## config.mk

```make
export PLATFORM = sky130hd
export DESIGN_NAME = lcd_status_reader
export DESIGN_NICKNAME = d
export VERILOG_FILES = /design/src/rtl/lcd_pkg.sv /design/src/rtl/lcd_phase_timer.sv /design/src/rtl/lcd_status_reader.sv
export SDC_FILE = /design/constraint.sdc
export NUM_CORES = 1
export LEC_CHECK = 0
export CORE_MARGIN = 8
export CORE_UTILIZATION = 50
export CTS_BUF_LIST = sky130_fd_sc_hd__clkbuf_4 sky130_fd_sc_hd__clkbuf_8
export CTS_CLUSTER_DIAMETER = 150
export DETAILED_ROUTE_END_ITERATION = 16
export PLACE_DENSITY = 0.85
export SETUP_SLACK_MARGIN = 0.05
export SLEW_MARGIN = 40
export SYNTH_ARGS = -nofsm -noshare
export SYNTH_HDL_FRONTEND = slang
export SYNTH_SLANG_ARGS = --single-unit
```

## constraint.sdc

```tcl
create_clock -name clock50 -period 1.8 [get_ports clock50]
set_input_delay 0.45 -clock clock50 [delete_from_list [all_inputs] [get_ports clock50]]
set_output_delay 0.45 -clock clock50 [all_outputs]
set_load 0.005 [all_outputs]
```

## src/rtl/lcd_pkg.sv

```systemverilog
// Shared definitions for the HD44780 LCD read and write paths:
// FSM state encoding, read-mode codes and default bus timing.
package lcd_pkg;

  localparam int unsigned LCD_SETUP_CYC   = 3;
  localparam int unsigned LCD_EN_HIGH_CYC = 25;
  localparam int unsigned LCD_HOLD_CYC    = 2;
  localparam int unsigned LCD_GAP_CYC     = 25;
  localparam int unsigned LCD_MAX_POLLS   = 4096;

  localparam int unsigned PHASE_W = 8;

  typedef enum logic [2:0] {
    ST_IDLE,
    ST_SETUP,
    ST_EN_HIGH,
    ST_HOLD,
    ST_GAP,
    ST_FINISH
  } rd_state_e;

  typedef logic [1:0] mode_t;

  localparam mode_t MODE_STATUS = 2'b00;
  localparam mode_t MODE_POLL   = 2'b01;
  localparam mode_t MODE_DATA   = 2'b10;

  // The unused code 11 folds onto a plain status read.
  function automatic mode_t normalize_mode(input mode_t m);
    return (m == 2'b11) ? MODE_STATUS : m;
  endfunction

  function automatic logic [PHASE_W-1:0] phase_load(input int unsigned cyc);
    return PHASE_W'(cyc - 1);
  endfunction

endpackage

```

## src/rtl/lcd_phase_timer.sv

```systemverilog
// Loadable down-counter shared by every timed phase of an LCD bus cycle;
// o_tc marks the last cycle of the loaded phase.
module lcd_phase_timer
  import lcd_pkg::*;
#(
  parameter int unsigned W = PHASE_W
) (
  input  logic         clock50,
  input  logic         reset,
  input  logic         i_load,
  input  logic [W-1:0] i_value,
  output logic         o_tc
);

  logic [W-1:0] r_count;

  always_ff @(posedge clock50 or negedge reset) begin
    if (!reset) begin
      r_count <= '0;
    end else if (i_load) begin
      r_count <= i_value;
    end else if (r_count != '0) begin
      r_count <= r_count - W'(1);
    end
  end

  assign o_tc = (r_count == '0);

endmodule

```

## src/rtl/lcd_status_reader.sv

```systemverilog
// HD44780 read-side engine: status read, busy-flag polling and data read.
// Owns the LCD pins only while active is high; never drives the data bus.
module lcd_status_reader
  import lcd_pkg::*;
#(
  parameter int unsigned SETUP_CYC   = LCD_SETUP_CYC,
  parameter int unsigned EN_HIGH_CYC = LCD_EN_HIGH_CYC,
  parameter int unsigned HOLD_CYC    = LCD_HOLD_CYC,
  parameter int unsigned GAP_CYC     = LCD_GAP_CYC,
  parameter int unsigned MAX_POLLS   = LCD_MAX_POLLS
) (
  input  logic       clock50,
  input  logic       reset,
  input  logic       start,
  input  logic [1:0] mode,
  output logic       ready,
  output logic       done,
  output logic       busy_flag,
  output logic [6:0] addr_counter,
  output logic [7:0] read_data,
  output logic       timeout,
  output logic       active,
  output logic       lcd_rs,
  output logic       lcd_rw,
  output logic       lcd_en,
  output logic       lcd_data_oe,
  input  logic [7:0] lcd_data_in
);

  localparam int unsigned POLL_W = (MAX_POLLS > 1) ? $clog2(MAX_POLLS) : 1;
  localparam logic [POLL_W-1:0] POLL_LAST = POLL_W'(MAX_POLLS - 1);

  rd_state_e           r_state;
  mode_t               r_mode;
  logic [POLL_W-1:0]   r_poll_cnt;
  logic                r_ready;
  logic                r_done;
  logic                r_busy_flag;
  logic [6:0]          r_addr_counter;
  logic [7:0]          r_read_data;
  logic                r_timeout;
  logic                r_active;
  logic                r_rs;
  logic                r_rw;
  logic                r_en;

  logic                w_tc;
  logic                w_load;
  logic [PHASE_W-1:0]  w_load_val;
  logic                w_hold_to_gap;
  mode_t               w_mode_in;

  assign w_mode_in     = normalize_mode(mode);
  assign w_hold_to_gap = (r_mode == MODE_POLL) && r_busy_flag && (r_poll_cnt != POLL_LAST);

  // The timer is reloaded on the same edge the FSM changes phase, so each
  // phase lasts exactly its configured number of cycles.
  always_comb begin
    w_load     = 1'b0;
    w_load_val = '0;
    case (r_state)
      ST_IDLE: begin
        if (start) begin
          w_load     = 1'b1;
          w_load_val = phase_load(SETUP_CYC);
        end
      end
      ST_SETUP: begin
        if (w_tc) begin
          w_load     = 1'b1;
          w_load_val = phase_load(EN_HIGH_CYC);
        end
      end
      ST_EN_HIGH: begin
        if (w_tc) begin
          w_load     = 1'b1;
          w_load_val = phase_load(HOLD_CYC);
        end
      end
      ST_HOLD: begin
        if (w_tc && w_hold_to_gap) begin
          w_load     = 1'b1;
          w_load_val = phase_load(GAP_CYC);
        end
      end
      ST_GAP: begin
        if (w_tc) begin
          w_load     = 1'b1;
          w_load_val = phase_load(SETUP_CYC);
        end
      end
      default: begin
        w_load     = 1'b0;
        w_load_val = '0;
      end
    endcase
  end

  lcd_phase_timer #(
    .W (PHASE_W)
  ) u_timer (
    .clock50 (clock50),
    .reset   (reset),
    .i_load  (w_load),
    .i_value (w_load_val),
    .o_tc    (w_tc)
  );

  always_ff @(posedge clock50 or negedge reset) begin
    if (!reset) begin
      r_state        <= ST_IDLE;
      r_mode         <= MODE_STATUS;
      r_poll_cnt     <= '0;
      r_ready        <= 1'b1;
      r_done         <= 1'b0;
      r_busy_flag    <= 1'b0;
      r_addr_counter <= '0;
      r_read_data    <= '0;
      r_timeout      <= 1'b0;
      r_active       <= 1'b0;
      r_rs           <= 1'b0;
      r_rw           <= 1'b0;
      r_en           <= 1'b0;
    end else begin
      r_done <= 1'b0;
      case (r_state)
        ST_IDLE: begin
          if (start) begin
            r_mode     <= w_mode_in;
            r_timeout  <= 1'b0;
            r_poll_cnt <= '0;
            r_rs       <= (w_mode_in == MODE_DATA);
            r_rw       <= 1'b1;
            r_active   <= 1'b1;
            r_ready    <= 1'b0;
            r_state    <= ST_SETUP;
          end
        end
        ST_SETUP: begin
          if (w_tc) begin
            r_en    <= 1'b1;
            r_state <= ST_EN_HIGH;
          end
        end
        ST_EN_HIGH: begin
          if (w_tc) begin
            if (r_mode == MODE_DATA) begin
              r_read_data <= lcd_data_in;
            end else begin
              r_busy_flag    <= lcd_data_in[7];
              r_addr_counter <= lcd_data_in[6:0];
            end
            r_en    <= 1'b0;
            r_state <= ST_HOLD;
          end
        end
        ST_HOLD: begin
          if (w_tc) begin
            if (w_hold_to_gap) begin
              r_poll_cnt <= r_poll_cnt + POLL_W'(1);
              r_state    <= ST_GAP;
            end else begin
              // Still busy here means the poll budget is spent.
              if ((r_mode == MODE_POLL) && r_busy_flag) begin
                r_timeout <= 1'b1;
              end
              r_done   <= 1'b1;
              r_rw     <= 1'b0;
              r_rs     <= 1'b0;
              r_active <= 1'b0;
              r_state  <= ST_FINISH;
            end
          end
        end
        ST_GAP: begin
          if (w_tc) begin
            r_state <= ST_SETUP;
          end
        end
        ST_FINISH: begin
          r_ready <= 1'b1;
          r_state <= ST_IDLE;
        end
        default: begin
          r_state <= ST_IDLE;
        end
      endcase
    end
  end

  assign ready        = r_ready;
  assign done         = r_done;
  assign busy_flag    = r_busy_flag;
  assign addr_counter = r_addr_counter;
  assign read_data    = r_read_data;
  assign timeout      = r_timeout;
  assign active       = r_active;
  assign lcd_rs       = r_rs;
  assign lcd_rw       = r_rw;
  assign lcd_en       = r_en;
  assign lcd_data_oe  = 1'b0;

endmodule
```

==> results of run 1 <==
worst min path at each step:
stage | slack (ns) | cells past startpoint | endpoint | startpoint
3_3_place_gp | 0.42 | 1 | addr_counter[1]$_DFFE_PN0P_ | reset
5_1_grt | 0.10 | 1 | read_data[1]$_DFFE_PN0P_ | reset
6_report | 0.09 | 1 | read_data[1]$_DFFE_PN0P_ | reset
4_1_cts | 0.09 | 1 | addr_counter[2]$_DFFE_PN0P_ | reset
3_5_place_dp | 0.42 | 1 | read_data[1]$_DFFE_PN0P_ | reset
2_1_floorplan | 0.15 | 0 | addr_counter[0]$_DFFE_PN0P_ | reset
state kept, by name (all words and copies together), names as in the netlist:
signal	flops
u_timer.r_count	8
read_data	8
ready	1
r_mode	2
busy_flag	1
timeout	1
r_state	3
lcd_rs	1
lcd_en	1
done	1
lcd_rw	1
r_poll_cnt	12
addr_counter	7
worst max-delay path: cells and delay by family, from the launching register on:
family / cells / cell delay [ns]
buf+inv: 1 / 0.08
flops: 1 / 0.40
simple gates: 4 / 0.84
mux: 1 / 0.33
fa+ha+maj: 1 / 0.13
power groups by stage:
stage | combinational (mW) | sequential, mW | clock (mW)
2_1_floorplan | 0.840 | 1.62 | 0
3_3_place_gp | 1.70 | 1.59 | 0
3_5_place_dp | 1.75 | 1.61 | 0
4_1_cts | 1.79 | 1.59 | 0.819
5_1_grt | 2.13 | 1.64 | 0.871
6_report | 1.95 | 1.60 | 0.808
synthesized netlist by cell type, types with 2 or more instances:
cell and number:
a211o_1 2, a21o_1 4, a21oi_1 8, a31oi_1 2, and3_1 2, buf_4 2
clkbuf_1 5, dfrtp_1 46, ha_1 3, inv_1 10, mux2_1 3, mux2_2 13
mux2i_1 2, nand2_1 16, nand3_1 9, nand3b_1 3, nand4_1 5, nor2_1 22
nor3_1 9, nor3b_1 4, nor4_1 3, o21ai_0 8, o31ai_1 3, or2_2 2
or3_1 4, xnor2_1 14
kinds of logic (layout without fill, tap and decap cells):
group                      after synthesis  in the layout  synth area share
buffers and inverters                   19             92           0.03399
and+or+nand+nor                         90             90            0.2220
adders and majority gates                3              3           0.01593
muxes                                   18             18           0.08497
AOI/OAI and AO/OA                       32             32           0.08604
DFF                                     47             47            0.4997
xor gates and xnor gates                15             15           0.05576
other                                    1              1          0.001592
final cells by class:
cell class / count / area (µm²)
fill: 301 / 1265
multi-input combinational: 159 / 1261
sequential: 47 / 1177
timing repair buffer: 74 / 703.2
clock buffer: 6 / 82.58
tap: 54 / 67.56
inverter: 10 / 37.54
clock inverter: 2 / 35.03
repair_timing:
item	in CTS	in global routing
hold endpoints to repair	0	0
pin swaps	0	14
cloned	0	1
setup buffers	1	8
setup endpoints to repair	26	38
hold buffers	0	0
resized for setup	15	20
through the flow:
stage          area, µm²  TNS (ns)  worst slack (ns)  instances  hold WS, ns
6_report            3364    -1.432          -0.09478        352      0.08606
5_1_grt             3364    -3.872           -0.2009        352       0.1036
4_1_cts             3203   -0.5479          -0.05618        343      0.09225
3_5_place_dp        2999   -0.3119          -0.04911        334       0.4227
3_3_place_gp        2999         0          0.003584        334       0.4196
2_1_floorplan       2386         0           0.01468        225       0.1544
routing by layer:
metal  part of all wire  wire length [µm]
met1               0.40              2464
met2               0.52              3167
met3              0.070               431
met4              0.012                73
met5                  0                 0
==> flow_summary.yaml, run 1 <==
layout:
  drive_above_1_share: 0.3188
  syn_to_final_growth_pct: 42.80
  fin_nets: 313
  postLayoutCoreUtil: 0.7268
  mostFrequentLayoutCell: "dfrtp_1"
  antenna_cells: 0
  final_cell_mix: "dfrtp_1 (46), clkdlybuf4s50_1 (33), buf_4 (33)"
floorplan:
  dieArea_mm2: 0.007165
  die_w_um: 84.65
  fp-row-count: 25
  start_util: 0.5089
  core_area_mm2: 0.004629
  die_h_um: 84.65
  io_pins: 37
setup_path:
  endpoint: "read_data[5]$_DFFE_PN0P_"
  cp-startpoint: "u_timer.r_count[1]$_DFFE_PN0P_"
  rr_worst_depth: 7
  start_kind: "flop"
  critPathKind: "reg -> reg"
  arrival_ns: 2.09
  end_kind: "flop"
  worst-endpoint-required_ns: 1.99
  reg2reg_to: "read_data[5]$_DFFE_PN0P_"
  cp_max_fo: 8
  cpMaxStageDelayCell: "dfrtp_1"
  crit_chain: "inv_2 > ha_4 > nor3b_4 > and2_4 > and3_4 > nand3b_4 > mux2_4"
  ff2ff_setup_slack_ns: -0.09
  max_stage_delay_ns: 0.40
  timing.rr.start: "u_timer.r_count[1]$_DFFE_PN0P_"
timing:
  min_period_over_period: 1.053
  rsz0062_at_grt: "true"
  fmax_mhz: 527.8
  timing_hold_violations_final: 0
  skew_ns: 0.003463
  slew_violations: 0
  setup_viol: 24
  period_needed_ns: 1.895
  layout_setup_ws_ns: -0.09478
drt:
  drt_wl_total_um: 6137
  drtAntennaViolNets: 0
  routed_via_density: 5.599
  first_pass_iters: 4
  drc: 0
  dr_total_vias: 1971
  routedWlPerCell_um: 17.43
  drt_iter0_drc: 110
synth:
  yosys-top-cells-area: "dfrtp_1 (49%), mux2_2 (6.2%), xnor2_1 (5.2%)"
  synth_fp_nets: 241
  syn_inst: 225
  synth_edf_count: 0
  yosysUniqueCellTypes: 47
  synth_top_area_frac: 0.4886
  synth_flop_cell: "dfrtp_1"
  yosysTopAreaCell: "dfrtp_1"
  ys_ff_latch: 47
  ys_warn_count: 0
  syn_avg_cell_area_um2: 10.47
  async_flop_share: 1.000
  syn-cell-area_mm2: 0.002356
  yosysSeqAreaShare: 0.4997
placed_design:
  place.gp.congestion: 0.8114
  dp_hpwl_um: 4022
  portBuffers: 35
pwr:
  p_leak_nw: 1.474
  vdd_ir_drop_max_mv: 0.8591
  seqPwrFrac: 0.367
  p_per_area_mw_per_mm2: 1294
  p_sw_mw: 1.442
  clkPwrFrac: 0.186
  fin_total_pwr_mw: 4.353
  swShare: 0.3312
  comb_power_share: 0.447
  p_int_mw: 2.911
min_path:
  min_path_type: "in -> async"
global_routing:
  grt_use_total: 0.1675
  met3_usage: 0.06634
  grt_pass1_vias: 1983
  gr-usage-met1: 0.1949
  gr-total-overflow: 0
  grt_pass1_wl_um: 9639
  antenna_found_initial: 0
  use_met2: 0.2785
  grt_max_degree: 30
  grt.busiest_layer: "met2"
flow_run:
  drv_cap: 0
clock_network:
  clk_pin_slew_ns: 0.09
  clk_latency_ns: 0.30
  clock_tree.buffer_depth: 2
  cts-root-buf: "clkbuf_8"
  cts_sinks: 47
  cts_made_buffers: 5
  htree_num_levels: 2
  cts_tree: "done"
run_status:
  status: "finished, violations left"
  violations: "setup timing"
Power figures use the tool's default switching activity.
==> inputs of run 2 (changes only) <==
- RECOVER_POWER: default -> 100
- SYNTH_HIERARCHICAL: default -> 1
==> flow_summary.yaml, run 2 <==
run_status:
  status: "finished, violations left"
  violations: "setup timing"
synth:
  synth.most_common_cell: "dfrtp_1"
  ys_warn_count: 6
  ys_ff_latch: 47
  yosysSeqAreaShare: 0.4861
  synth_top_area_frac: 0.4752
  syn_inst: 229
  synth_flop_cell: "dfrtp_1"
  yosysUniqueCellTypes: 61
  yosys-top-cells-area: "dfrtp_1 (48%), mux2_2 (7.4%), a31oi_1 (3.1%)"
  synthTopCellsByCount: "dfrtp_1 (46), nand2_1 (19), mux2_2 (16), a31oi_1 (12)"
  synth_edf_count: 0
  syn-cell-area_mm2: 0.002422
  yosysTopAreaCell: "dfrtp_1"
  syn_avg_cell_area_um2: 10.58
  async_flop_share: 1.000
global_routing:
  use_met2: 0.2849
  grt_max_degree: 26
  gr-total-overflow: 0
  met3_usage: 0.04967
  grt_use_total: 0.1727
  gr-usage-met1: 0.2125
  grt_pass1_wl_um: 10250
  grt.busiest_layer: "met2"
  grt_pass1_vias: 2143
  antenna_found_initial: 0
layout:
  fin_nets: 328
  regMostFlops: "r_poll_cnt"
  fillers: 296
  largest_register_ffs: 12
  antenna_cells: 0
  drive_above_1_share: 0.3662
  final_cell_mix: "dfrtp_1 (45), buf_4 (37), dlygate4sd3_1 (20)"
  mostFrequentLayoutCell: "dfrtp_1"
  postLayoutCoreUtil: 0.7411
  syn_to_final_growth_pct: 43.54
setup_path:
  cpMaxStageDelayCell: "or4_4"
  start_kind: "flop"
  worst-endpoint-required_ns: 2.02
  cp_max_fo: 6
  arrival_ns: 2.40
  max_stage_delay_ns: 0.56
  ff2ff_setup_slack_ns: -0.38
  worst-path-buf-inv: 1
  rr_worst_depth: 8
  critPathTopFamily: "simple AND/OR/NAND/NOR gates"
  end_kind: "flop"
  critPathKind: "reg -> reg"
  timing.rr.start: "u_timer/r_count[6]$_DFFE_PN0P_"
  crit_chain: "or4_4 > nor2_4 > nand2_4 > a21oi_4 > a31oi_4 > o22ai_4 > inv_4 > a221oi_2"
  reg2reg_to: "u_timer/r_count[5]$_DFFE_PN0P_"
  cp-startpoint: "u_timer/r_count[6]$_DFFE_PN0P_"
placed_design:
  dp_hpwl_um: 4350
  portBuffers: 35
  place.gp.congestion: 0.8614
min_path:
  min_path_type: "reg -> reg"
  whs_path_depth: 1
  min_to: "addr_counter[3]$_DFFE_PN0P_"
  min-delay-start: "addr_counter[3]$_DFFE_PN0P_"
floorplan:
  dieArea_mm2: 0.007328
  die_w_um: 85.61
  io_pins: 37
  core_area_mm2: 0.004692
  die_h_um: 85.61
  fp-row-count: 25
  start_util: 0.5163
pwr:
  comb_power_share: 0.424
  p_leak_nw: 1.522
  p_int_mw: 2.656
  p_per_area_mw_per_mm2: 1170
  clkPwrFrac: 0.194
  fin_total_pwr_mw: 4.068
  p_sw_mw: 1.412
  swShare: 0.3470
  vdd_ir_drop_max_mv: 0.6078
  seqPwrFrac: 0.382
drt:
  routedWlPerCell_um: 16.99
  first_pass_iters: 4
  drt_iter0_drc: 105
  drt_wl_total_um: 6251
  drtAntennaViolNets: 0
  drc: 0
  routed_via_density: 5.734
  dr_total_vias: 2110
clock_network:
  cts_sinks: 47
  cts-root-buf: "clkbuf_8"
  cts_made_buffers: 5
  clock_tree.buffer_depth: 2
  clk_latency_ns: 0.30
  cts_tree: "done"
  clk_pin_slew_ns: 0.09
  htree_num_levels: 2
timing:
  skew_ns: 0.005827
  rsz0062_at_grt: "true"
  min_period_over_period: 1.209
  slew_headroom: 0.6241
  period_needed_ns: 2.176
  worst_slew_pin_slew_ns: 0.5639
  layout_setup_ws_ns: -0.3762
  slew_violations: 0
  timing_hold_violations_final: 0
  fmax_mhz: 459.5
  setup_viol: 43
flow_run:
  drv_cap: 0
## run 2: changes by cell type after synthesis, sizes merged, moves of 4 or more
| cell | before | now |
|---|---|---|
| nor2 | 22 | 11 |
| a31oi | 2 | 12 |
| nand2b | 1 | 5 |
| xnor2 | 14 | 2 |
| buf | 4 | 8 |
## run 2: stage by stage
stage	TNS [ns]	worst slack, ns	instance area [µm²]	cells	hold slack [ns]
after floorplan	-16.75	-0.5133	2484	233	0.1544
after global placement	-11.75	-0.3396	3124	354	0.3103
after detailed placement	-14.40	-0.4231	3124	354	0.3135
after CTS	-12.97	-0.3839	3317	366	0.5072
after global routing	-16.58	-0.4955	3477	368	0.5206
final	-12.25	-0.3762	3477	368	0.5031
## run 2: area by class of cell
type	instances	area (µm²)	area share
inverters	10	40.04	0.01151
well taps	54	67.56	0.01943
repair buffers	85	749.5	0.2155
multi-input cells	164	1329	0.3822
clock inverters	3	43.79	0.01259
clock buffers	5	68.82	0.01979
flip-flops and latches	47	1179	0.3390
## run 2: how the worst max path moves through the flow
stage                                     endpoint  slack [ns]  cells past startpoint
finish              u_timer/r_count[5]$_DFFE_PN0P_       -0.38                      8
global route        u_timer/r_count[5]$_DFFE_PN0P_       -0.50                     10
detailed placement  u_timer/r_count[6]$_DFFE_PN0P_       -0.42                     11
CTS                 u_timer/r_count[5]$_DFFE_PN0P_       -0.38                     10
global placement    u_timer/r_count[5]$_DFFE_PN0P_       -0.34                     10
floorplan                r_poll_cnt[8]$_DFFE_PN0P_       -0.51                     11
## run 2: power by group through the flow
| stage | clock, mW | combinational (mW) | sequential, mW |
|---|---|---|---|
| detailed placement | 0 | 1.51 | 1.54 |
| finish | 0.788 | 1.72 | 1.56 |
| global route | 0.844 | 1.88 | 1.60 |
| floorplan | 0 | 0.765 | 1.59 |
| CTS | 0.799 | 1.59 | 1.53 |
| global placement | 0 | 1.45 | 1.53 |
## run 2: cell families (layout without fill, tap and decap cells)
group / count (synthesis) / count (layout) / synth area share
fa+ha+maj: 2 / 2 / 0.01033
other cells: 1 / 5 / 0.001548
flops: 47 / 47 / 0.4861
mux: 17 / 17 / 0.07851
xor+xnor: 2 / 2 / 0.007233
simple gates: 80 / 80 / 0.1973
compound gates: 58 / 58 / 0.1674
buf+inv: 22 / 103 / 0.05165
## run 2: layer usage
metal  wire, µm  vias up
met1       2630     1029
li1           -     1016
met4         63        0
met2       3224       59
met3        332        6
met5          0        -
## run 2: worst register-to-register path: cells and delay by family, from the launching register on
kind / cells / cell delay (ns)
and+or+nand+nor: 3 / 0.89
AOI/OAI and AO/OA: 4 / 0.72
DFF: 1 / 0.40
buffers and inverters: 1 / 0.09
## run 2: what timing repair did
item | 4_1_cts | 5_1_grt
endpoints found under the setup margin | 44 | 45
setup buffers | 3 | 2
hold endpoints to repair | 6 | 0
gates resized for setup | 14 | 33
hold buffers | 1 | 0
pin swaps | 9 | 12
gates cloned | 0 | 0
